<file path="src/rtl/axis_stream_receiver_if.sv">
// AXI-Stream bus bundle for the receiver's upstream side.
// The master modport is the transmitter, the slave modport is the receiver.
interface axis_stream_receiver_if #(
  parameter int DATA_WIDTH = 16,
  parameter int USER_WIDTH = 2,
  parameter int DEST_WIDTH = 8
);
  localparam int KEEP_WIDTH = DATA_WIDTH / 8;

  logic                  S_TVALID;
  logic                  S_TREADY;
  logic [DATA_WIDTH-1:0] S_TDATA;
  logic [KEEP_WIDTH-1:0] S_TKEEP;
  logic                  S_TLAST;
  logic [USER_WIDTH-1:0] S_TUSER;
  logic                  S_TID;
  logic [DEST_WIDTH-1:0] S_TDEST;

  modport master (
    output S_TVALID, S_TDATA, S_TKEEP, S_TLAST, S_TUSER, S_TID, S_TDEST,
    input  S_TREADY
  );

  modport slave (
    input  S_TVALID, S_TDATA, S_TKEEP, S_TLAST, S_TUSER, S_TID, S_TDEST,
    output S_TREADY
  );
endinterface

</file>
<file path="src/rtl/axis_stream_receiver.sv">
// AXI-Stream slave endpoint: 2-entry skid FIFO towards a valid/ready output
// port, plus a packet framer that truncates packets longer than MAX_BEATS and
// reports per-packet beat count and truncation status.
//
// Optional feature macro: AXIS_RX_KEEP_MASK_EN
//   defined   - byte lanes with TKEEP=0 are zeroed; all-zero TKEEP beats are
//               accepted but neither stored nor counted.
//   undefined - TKEEP is ignored.
//
// state  | meaning
// IDLE   | between packets, next forwarded beat starts a packet
// IN_PKT | inside a packet, bcnt beats forwarded so far
// DROP   | packet hit MAX_BEATS, swallowing beats until TLAST
module axis_stream_receiver #(
  parameter int DATA_WIDTH = 16,
  parameter int USER_WIDTH = 2,
  parameter int DEST_WIDTH = 8,
  parameter int MAX_BEATS  = 256,
  parameter int CNT_WIDTH  = $clog2(MAX_BEATS + 1)
) (
  input  logic                  ACLK,
  input  logic                  ARESETn,
  axis_stream_receiver_if.slave s_axis,
  output logic                  out_valid,
  input  logic                  out_ready,
  output logic [DATA_WIDTH-1:0] out_data,
  output logic                  out_last,
  output logic [USER_WIDTH-1:0] out_user,
  output logic                  out_id,
  output logic [DEST_WIDTH-1:0] out_dest,
  output logic                  pkt_done,
  output logic [CNT_WIDTH-1:0]  pkt_beats,
  output logic                  pkt_err,
  output logic [1:0]            rx_state
);
  localparam logic [1:0] IDLE   = 2'd0;
  localparam logic [1:0] IN_PKT = 2'd1;
  localparam logic [1:0] DROP   = 2'd2;

  localparam logic [CNT_WIDTH-1:0] MAX_CNT = CNT_WIDTH'(MAX_BEATS);
  localparam logic [CNT_WIDTH-1:0] ONE_CNT = CNT_WIDTH'(1);

  logic [1:0]            state, state_nxt;
  logic [CNT_WIDTH-1:0]  bcnt, bcnt_nxt, bcnt_inc;
  logic                  done_nxt, err_nxt;
  logic [CNT_WIDTH-1:0]  beats_nxt;

  logic [DATA_WIDTH-1:0] mem_data [2];
  logic                  mem_last [2];
  logic [USER_WIDTH-1:0] mem_user [2];
  logic                  mem_id   [2];
  logic [DEST_WIDTH-1:0] mem_dest [2];
  logic                  wr_ptr, rd_ptr;
  logic [1:0]            count;

  logic                  accept, pop, push, push_last, is_null;
  logic [DATA_WIDTH-1:0] push_data;

  // DROP always accepts so the upstream can flush the oversize tail.
  assign s_axis.S_TREADY = ARESETn && ((state == DROP) || (count != 2'd2));
  assign accept          = s_axis.S_TVALID && s_axis.S_TREADY;
  assign out_valid       = (count != 2'd0);
  assign pop             = out_valid && out_ready;
  assign bcnt_inc        = bcnt + ONE_CNT;
  assign rx_state        = state;

  assign out_data = mem_data[rd_ptr];
  assign out_last = mem_last[rd_ptr];
  assign out_user = mem_user[rd_ptr];
  assign out_id   = mem_id[rd_ptr];
  assign out_dest = mem_dest[rd_ptr];

`ifdef AXIS_RX_KEEP_MASK_EN
  // Zero the byte lanes the transmitter marked as not kept.
  always_comb begin
    push_data = s_axis.S_TDATA;
    for (int i = 0; i < DATA_WIDTH / 8; i++) begin
      if (!s_axis.S_TKEEP[i]) push_data[i*8 +: 8] = 8'h00;
    end
  end
  assign is_null = ~|s_axis.S_TKEEP;
`else
  logic keep_unused;
  assign keep_unused = ^s_axis.S_TKEEP;
  assign push_data   = s_axis.S_TDATA;
  assign is_null     = 1'b0;
`endif

  // Framer: decide push, forced last, next state and packet status.
  always_comb begin
    state_nxt = state;
    bcnt_nxt  = bcnt;
    push      = 1'b0;
    push_last = s_axis.S_TLAST;
    done_nxt  = 1'b0;
    beats_nxt = pkt_beats;
    err_nxt   = pkt_err;
    case (state)
      IDLE, IN_PKT: begin
        if (accept) begin
          if (is_null) begin
            // A null terminator closes the packet but its last marker is lost.
            if (s_axis.S_TLAST) begin
              done_nxt  = 1'b1;
              beats_nxt = bcnt;
              err_nxt   = 1'b1;
              bcnt_nxt  = '0;
              state_nxt = IDLE;
            end
          end else begin
            push = 1'b1;
            if (s_axis.S_TLAST) begin
              done_nxt  = 1'b1;
              beats_nxt = bcnt_inc;
              err_nxt   = 1'b0;
              bcnt_nxt  = '0;
              state_nxt = IDLE;
            end else if (bcnt_inc == MAX_CNT) begin
              push_last = 1'b1;
              bcnt_nxt  = bcnt_inc;
              state_nxt = DROP;
            end else begin
              bcnt_nxt  = bcnt_inc;
              state_nxt = IN_PKT;
            end
          end
        end
      end
      DROP: begin
        if (accept && s_axis.S_TLAST) begin
          done_nxt  = 1'b1;
          beats_nxt = MAX_CNT;
          err_nxt   = 1'b1;
          bcnt_nxt  = '0;
          state_nxt = IDLE;
        end
      end
      default: begin
        state_nxt = IDLE;
        bcnt_nxt  = '0;
      end
    endcase
  end

  // Framer state, beat counter and packet status registers.
  always_ff @(posedge ACLK) begin
    if (!ARESETn) begin
      state     <= IDLE;
      bcnt      <= '0;
      pkt_done  <= 1'b0;
      pkt_beats <= '0;
      pkt_err   <= 1'b0;
    end else begin
      state     <= state_nxt;
      bcnt      <= bcnt_nxt;
      pkt_done  <= done_nxt;
      pkt_beats <= beats_nxt;
      pkt_err   <= err_nxt;
    end
  end

  // Skid FIFO: ping-pong storage with a registered occupancy count.
  always_ff @(posedge ACLK) begin
    if (!ARESETn) begin
      wr_ptr <= 1'b0;
      rd_ptr <= 1'b0;
      count  <= 2'd0;
      for (int i = 0; i < 2; i++) begin
        mem_data[i] <= '0;
        mem_last[i] <= 1'b0;
        mem_user[i] <= '0;
        mem_id[i]   <= 1'b0;
        mem_dest[i] <= '0;
      end
    end else begin
      if (push) begin
        mem_data[wr_ptr] <= push_data;
        mem_last[wr_ptr] <= push_last;
        mem_user[wr_ptr] <= s_axis.S_TUSER;
        mem_id[wr_ptr]   <= s_axis.S_TID;
        mem_dest[wr_ptr] <= s_axis.S_TDEST;
        wr_ptr           <= ~wr_ptr;
      end
      if (pop) rd_ptr <= ~rd_ptr;
      case ({push, pop})
        2'b10:   count <= count + 2'd1;
        2'b01:   count <= count - 2'd1;
        default: count <= count;
      endcase
    end
  end
endmodule

</file>
<file path="src/flat_wrapper.sv">
// flat-port wrapper written by rule: the top's interface ports become plain ports
module axis_stream_receiver_flat 
#(
  parameter int DATA_WIDTH = 16,
  parameter int USER_WIDTH = 2,
  parameter int DEST_WIDTH = 8,
  parameter int MAX_BEATS  = 256,
  parameter int CNT_WIDTH  = $clog2(MAX_BEATS + 1)
)
  (ACLK, ARESETn, out_valid, out_ready, out_data, out_last, out_user, out_id, out_dest, pkt_done, pkt_beats, pkt_err, rx_state, s_axis_S_TVALID, s_axis_S_TDATA, s_axis_S_TKEEP, s_axis_S_TLAST, s_axis_S_TUSER, s_axis_S_TID, s_axis_S_TDEST, s_axis_S_TREADY);
  axis_stream_receiver_if #(.DATA_WIDTH(DATA_WIDTH), .USER_WIDTH(USER_WIDTH), .DEST_WIDTH(DEST_WIDTH)) s_axis_i ();
  input  logic ACLK;
  input  logic ARESETn;
  output logic out_valid;
  input  logic out_ready;
  output logic [DATA_WIDTH-1:0] out_data;
  output logic out_last;
  output logic [USER_WIDTH-1:0] out_user;
  output logic out_id;
  output logic [DEST_WIDTH-1:0] out_dest;
  output logic pkt_done;
  output logic [CNT_WIDTH-1:0] pkt_beats;
  output logic pkt_err;
  output logic [1:0] rx_state;
  input wire logic [$bits(s_axis_i.S_TVALID)-1:0] s_axis_S_TVALID;
  input wire logic [$bits(s_axis_i.S_TDATA)-1:0] s_axis_S_TDATA;
  input wire logic [$bits(s_axis_i.S_TKEEP)-1:0] s_axis_S_TKEEP;
  input wire logic [$bits(s_axis_i.S_TLAST)-1:0] s_axis_S_TLAST;
  input wire logic [$bits(s_axis_i.S_TUSER)-1:0] s_axis_S_TUSER;
  input wire logic [$bits(s_axis_i.S_TID)-1:0] s_axis_S_TID;
  input wire logic [$bits(s_axis_i.S_TDEST)-1:0] s_axis_S_TDEST;
  output wire logic [$bits(s_axis_i.S_TREADY)-1:0] s_axis_S_TREADY;
  assign s_axis_i.S_TVALID = s_axis_S_TVALID;
  assign s_axis_i.S_TDATA = s_axis_S_TDATA;
  assign s_axis_i.S_TKEEP = s_axis_S_TKEEP;
  assign s_axis_i.S_TLAST = s_axis_S_TLAST;
  assign s_axis_i.S_TUSER = s_axis_S_TUSER;
  assign s_axis_i.S_TID = s_axis_S_TID;
  assign s_axis_i.S_TDEST = s_axis_S_TDEST;
  assign s_axis_S_TREADY = s_axis_i.S_TREADY;
  axis_stream_receiver #(.DATA_WIDTH(DATA_WIDTH), .USER_WIDTH(USER_WIDTH), .DEST_WIDTH(DEST_WIDTH), .MAX_BEATS(MAX_BEATS), .CNT_WIDTH(CNT_WIDTH)) u_core (.ACLK(ACLK), .ARESETn(ARESETn), .s_axis(s_axis_i), .out_valid(out_valid), .out_ready(out_ready), .out_data(out_data), .out_last(out_last), .out_user(out_user), .out_id(out_id), .out_dest(out_dest), .pkt_done(pkt_done), .pkt_beats(pkt_beats), .pkt_err(pkt_err), .rx_state(rx_state));
endmodule
</file>
<file path="config.mk">
export PLATFORM = sky130hd
export DESIGN_NAME = axis_stream_receiver_flat
export DESIGN_NICKNAME = d
export VERILOG_FILES = /design/src/rtl/axis_stream_receiver_if.sv /design/src/rtl/axis_stream_receiver.sv /design/src/flat_wrapper.sv
export SDC_FILE = /design/constraint.sdc
export NUM_CORES = 1
export LEC_CHECK = 0
export ABC_AREA = 1
export CAP_MARGIN = 10
export CORE_ASPECT_RATIO = 0.9
export CORE_MARGIN = 4
export CORE_UTILIZATION = 50
export CTS_CLUSTER_DIAMETER = 120
export DETAILED_ROUTE_END_ITERATION = 10
export PLACE_DENSITY_LB_ADDON = 0.1
export SLEW_MARGIN = 5
export SYNTH_ARGS = -nofsm -noshare
export SYNTH_HDL_FRONTEND = slang
export SYNTH_SLANG_ARGS = --single-unit
</file>
<file path="constraint.sdc">
create_clock -name ACLK -period 3.9 [get_ports ACLK]
set_input_delay 0.78 -clock ACLK [delete_from_list [all_inputs] [get_ports ACLK]]
set_output_delay 0.78 -clock ACLK [all_outputs]
set_load 0.02 [all_outputs]
</file>
==> impl_summary.md <==
Finish
The antenna diode count is 0. Summing all multi-input logic gate instances after layout gives approximately 0.0012 sq mm. The ratio of cells with drive above 1 in the final layout is 0.1722. The growth of design area from synthesis to finish is 27.83%. After the last flow step, the layout net total stands at 485. Registers take 0.002182 sq mm. The filler cells instantiated in the layout total approximately 580.

The number of standard cells in the final layout excluding fillers is 546.

Setup path
STA puts the critical path data arrival time at ~2.3 ns. The worst register-to-register path ends at u_core.mem_data[1][0]. The launching point of the worst reg2reg path is u_core.rx_state[1]. The type of element launching the critical path is an input pin.

The required time at the endpoint of the critical path is roughly 3.1 ns. The largest fanout on the critical path is 15. The kind of critical path is in2out. The worst reg-to-reg path cell count is 7. The endpoint kind of the worst setup timing path is an output pin. The slack of the worst reg-to-reg path is 2.22 ns.

Min path
The path with the worst hold slack has its endpoint at u_core.pkt_beats[5]. The startpoint of the worst hold path is u_core.pkt_beats[5]. The instance count along the most critical hold path is 2. The worst hold path belongs to the class reg2reg.

Clocking
The count of hold-fix buffers inserted at cts is 0. The worst-case clock buffer depth is 2. The clock sink count is 83.

The number of buffers created by CTS is 9. The maximum level of the CTS H-tree is 3. The library cell used as clock root buffer is clkbuf_8. The clock transition at the registers of the reported paths is about 0.080 ns. Post-CTS repair changed the size of 0 cells. The post-CTS setup buffer count is 0. The later pin in the worst-skew pair is clocked with a latency of around 0.36 ns. The TritonCTS clock tree is built.

Timing
For this run, the top clock speed supported by timing is approximately 320 MHz. The remaining max-slew budget at the tightest pin is 0.6910. The number of pins exceeding their max-slew limit in the final report is 0.

The final period utilization is 0.7905. For the pin with the worst max-slew slack, the measured transition is between 0.4 and 0.5 ns. Clock skew on the completed layout was measured at 0.008192 ns. The final-layout setup total negative slack is 0 ns. Setup violations remaining at the end of the flow were counted as 0. Setup repair after global routing left no endpoint under its margin. The clock period could shrink to 3.083 ns. The final-report hold violation count is 0.

Place
The routability congestion estimate is 0.8054. During placement, the flow inserted port buffers numbering between 70 and 80. The number of cells in the design after placement is 530. The wire-length estimate of the detail-placed layout is roughly 5000 um.

Floorplan
For this configuration, the core starts out at a cell density of 0.5197. The width of the die is 98.63 um. 77 I/O pins were placed.

The floorplan has 29 rows. The die boundary height is 89.57 um. The area of the die is around 0.0088 sq mm. The floorplan core area is between 0.007 and 0.008 sq mm.

Power
The power density normalized to cell area is 426.7 mW/mm^2. IR analysis of the VDD net gives a maximum drop of approximately 0.3 mV. The share of total power dissipated in sequential elements is 0.501.

The clock share of power is 0.308. Cell internal power was estimated by the tool at ~1.5 mW. The power share of the combinational group is 0.191. The standby leakage power is roughly 1.9 nW. The net switching fraction of the power is 0.2696. In this run the power spent charging and discharging nets is around 0.54 mW.

Yosys
The number of nets handed over by synthesis was approximately 410. For this run, the register share of the synthesized area comes to 0.5904. The count of distinct cell types in the synthesized netlist is 30. The number of warnings issued by yosys is 0. The post-synthesis instance total is ~370. The register bit total from synthesis is 83. The cell area after synthesis is 0.003696 sq mm. The average instance area after synthesis is about 10 sq um.

Drt
Detailed routing inserted a total of 2686 vias. The routed length per instance is 13.78 um. Once detail routing completed, the nets flagged for antenna violations numbered 0. The first-pass iteration count of the detailed router is 4. The via density per instance is just under 5. The remaining design rule violation count is 0. For this block, the initial DRC count from the detailed router was approximately 170. The post-detailed-routing wire length is around 7500 um.

GRT
The initial antenna violation count was 0. The overall global routing resource usage is 0.1765. The remaining global-route overflow is 0.

The number of global-route vias before repair was ~2600. The first-pass GRT wire length is between 10000 and 15000 um. The pin count of the biggest net entering global routing is 31.

Run
The number of max-cap violations is 0.

Status
The flow ran to the end, and the final reports show no timing, DRC or antenna violations.
[placed cells by master (no fill, tap or decap), drive strengths merged, types with 3 or more instances in the layout]
cell,n
dfxtp,31
a21oi,18
nand4,4
ha,3
clkdlybuf4s50,74
buf,7
nor2,66
nand2,67
inv,55
mux2,27
edfxtp,52
nand3,16
clkbuf,9
o21ai,11
[how the worst max path moves through the flow]
stage,startpoint,end,slack (ns),depth (start not counted)
CTS,ARESETn,s_axis_S_TREADY,0.82,5
global placement,ARESETn,s_axis_S_TREADY,0.83,5
floorplan,ARESETn,u_core.mem_data[0][0],1.52,6
detailed placement,ARESETn,s_axis_S_TREADY,0.85,5
finish,ARESETn,s_axis_S_TREADY,0.82,5
global route,ARESETn,s_axis_S_TREADY,0.72,5
[power groups by stage]
stage | Sequential, mW | Clock, mW | Combinational [mW]
3_5_place_dp | 1.03 | 0 | 0.387
5_1_grt | 1.02 | 0.670 | 0.416
3_3_place_gp | 1.03 | 0 | 0.384
6_report | 1.01 | 0.621 | 0.385
4_1_cts | 1.01 | 0.635 | 0.391
2_1_floorplan | 1.03 | 0 | 0.220
[cell usage after synthesis]
cell type / count / area, sq um
edfxtp_1: 52 / 1562
ha_1: 3 / 37.54
clkbuf_1: 2 / 7.510
inv_2: 7 / 26.28
nand3_2: 2 / 20.02
buf_2: 7 / 35.03
nand3b_1: 1 / 7.510
a31oi_1: 2 / 12.51
a21oi_1: 18 / 90.09
mux2_2: 27 / 304.0
nand3_1: 14 / 70.07
nor2_1: 57 / 214.0
o21ai_1: 3 / 15.01
nand2_1: 58 / 217.7
o21a_1: 1 / 7.510
o21ai_0: 8 / 40.04
dfxtp_1: 31 / 620.6
nand4_1: 3 / 18.77
inv_1: 45 / 168.9
nor2_4: 3 / 33.78
nor2_2: 6 / 37.54
buf_6: 2 / 22.52
nand2_4: 1 / 11.26
o22ai_1: 1 / 6.260
a22oi_1: 1 / 7.510
buf_4: 2 / 15.01
nor3_1: 2 / 10.01
inv_4: 1 / 6.260
nand4_4: 1 / 21.27
nand2_2: 8 / 50.05
[metal layers]
metal | wire, um | up-vias | global-route usage
met1 | 3414 | 1257 | 0.2192
met2 | 3624 | 64 | 0.2996
met5 | 0 | - | 0
li1 | - | 1358 | -
met4 | 75 | 0 | 0.05211
met3 | 412 | 7 | 0.05616
[metrics by stage]
stage	power (mW)	utilization	hold slack (ns)	cell area (sq um)	setup slack (ns)
2_1_floorplan	1.249	-	0.4256	3696	1.516
3_3_place_gp	1.410	0.6363	0.4345	4526	0.8273
3_5_place_dp	1.418	0.6363	0.4571	4526	0.8549
4_1_cts	2.036	0.6643	0.4694	4725	0.8212
5_1_grt	2.101	0.6643	0.4909	4725	0.7249
6_report	2.016	0.6643	0.4672	4725	0.8171
[state kept, by name, indices dropped and copies added, names as in the netlist, named ones only]
signal	count
u_core.mem_data	32
u_core.mem_dest	16
u_core.bcnt	9
u_core.pkt_beats	9
u_core.mem_user	4
u_core.count	2
u_core.mem_id	2
u_core.mem_last	2
u_core.rx_state	2
u_core.pkt_done	1
u_core.pkt_err	1
u_core.rd_ptr	1
u_core.wr_ptr	1
[logic make-up after synthesis]
kind of cell | count (synthesis) | share of synthesized area
adders and majority gates | 3 | 0.01016
and+or+nand+nor | 156 | 0.1926
buffers and inverters | 66 | 0.07617
AOI/OAI and AO/OA | 34 | 0.04841
muxes | 27 | 0.08226
DFF | 83 | 0.5904
[cell type report]
type | instances | share of cell area
sequential | 83 | 0.4619
multi-input combinational | 220 | 0.2609
timing repair buffer | 81 | 0.1679
inverter | 53 | 0.04264
clock buffer | 9 | 0.02622
tap | 93 | 0.02463
clock inverter | 7 | 0.01589
[critical path: stages]
cell             delay, ns
clkdlybuf4s50_1       0.48
inv_1                 0.05
buf_4                 0.19
a31oi_1               0.18
clkdlybuf4s50_1       0.63
(Power assumes the default switching activity.)
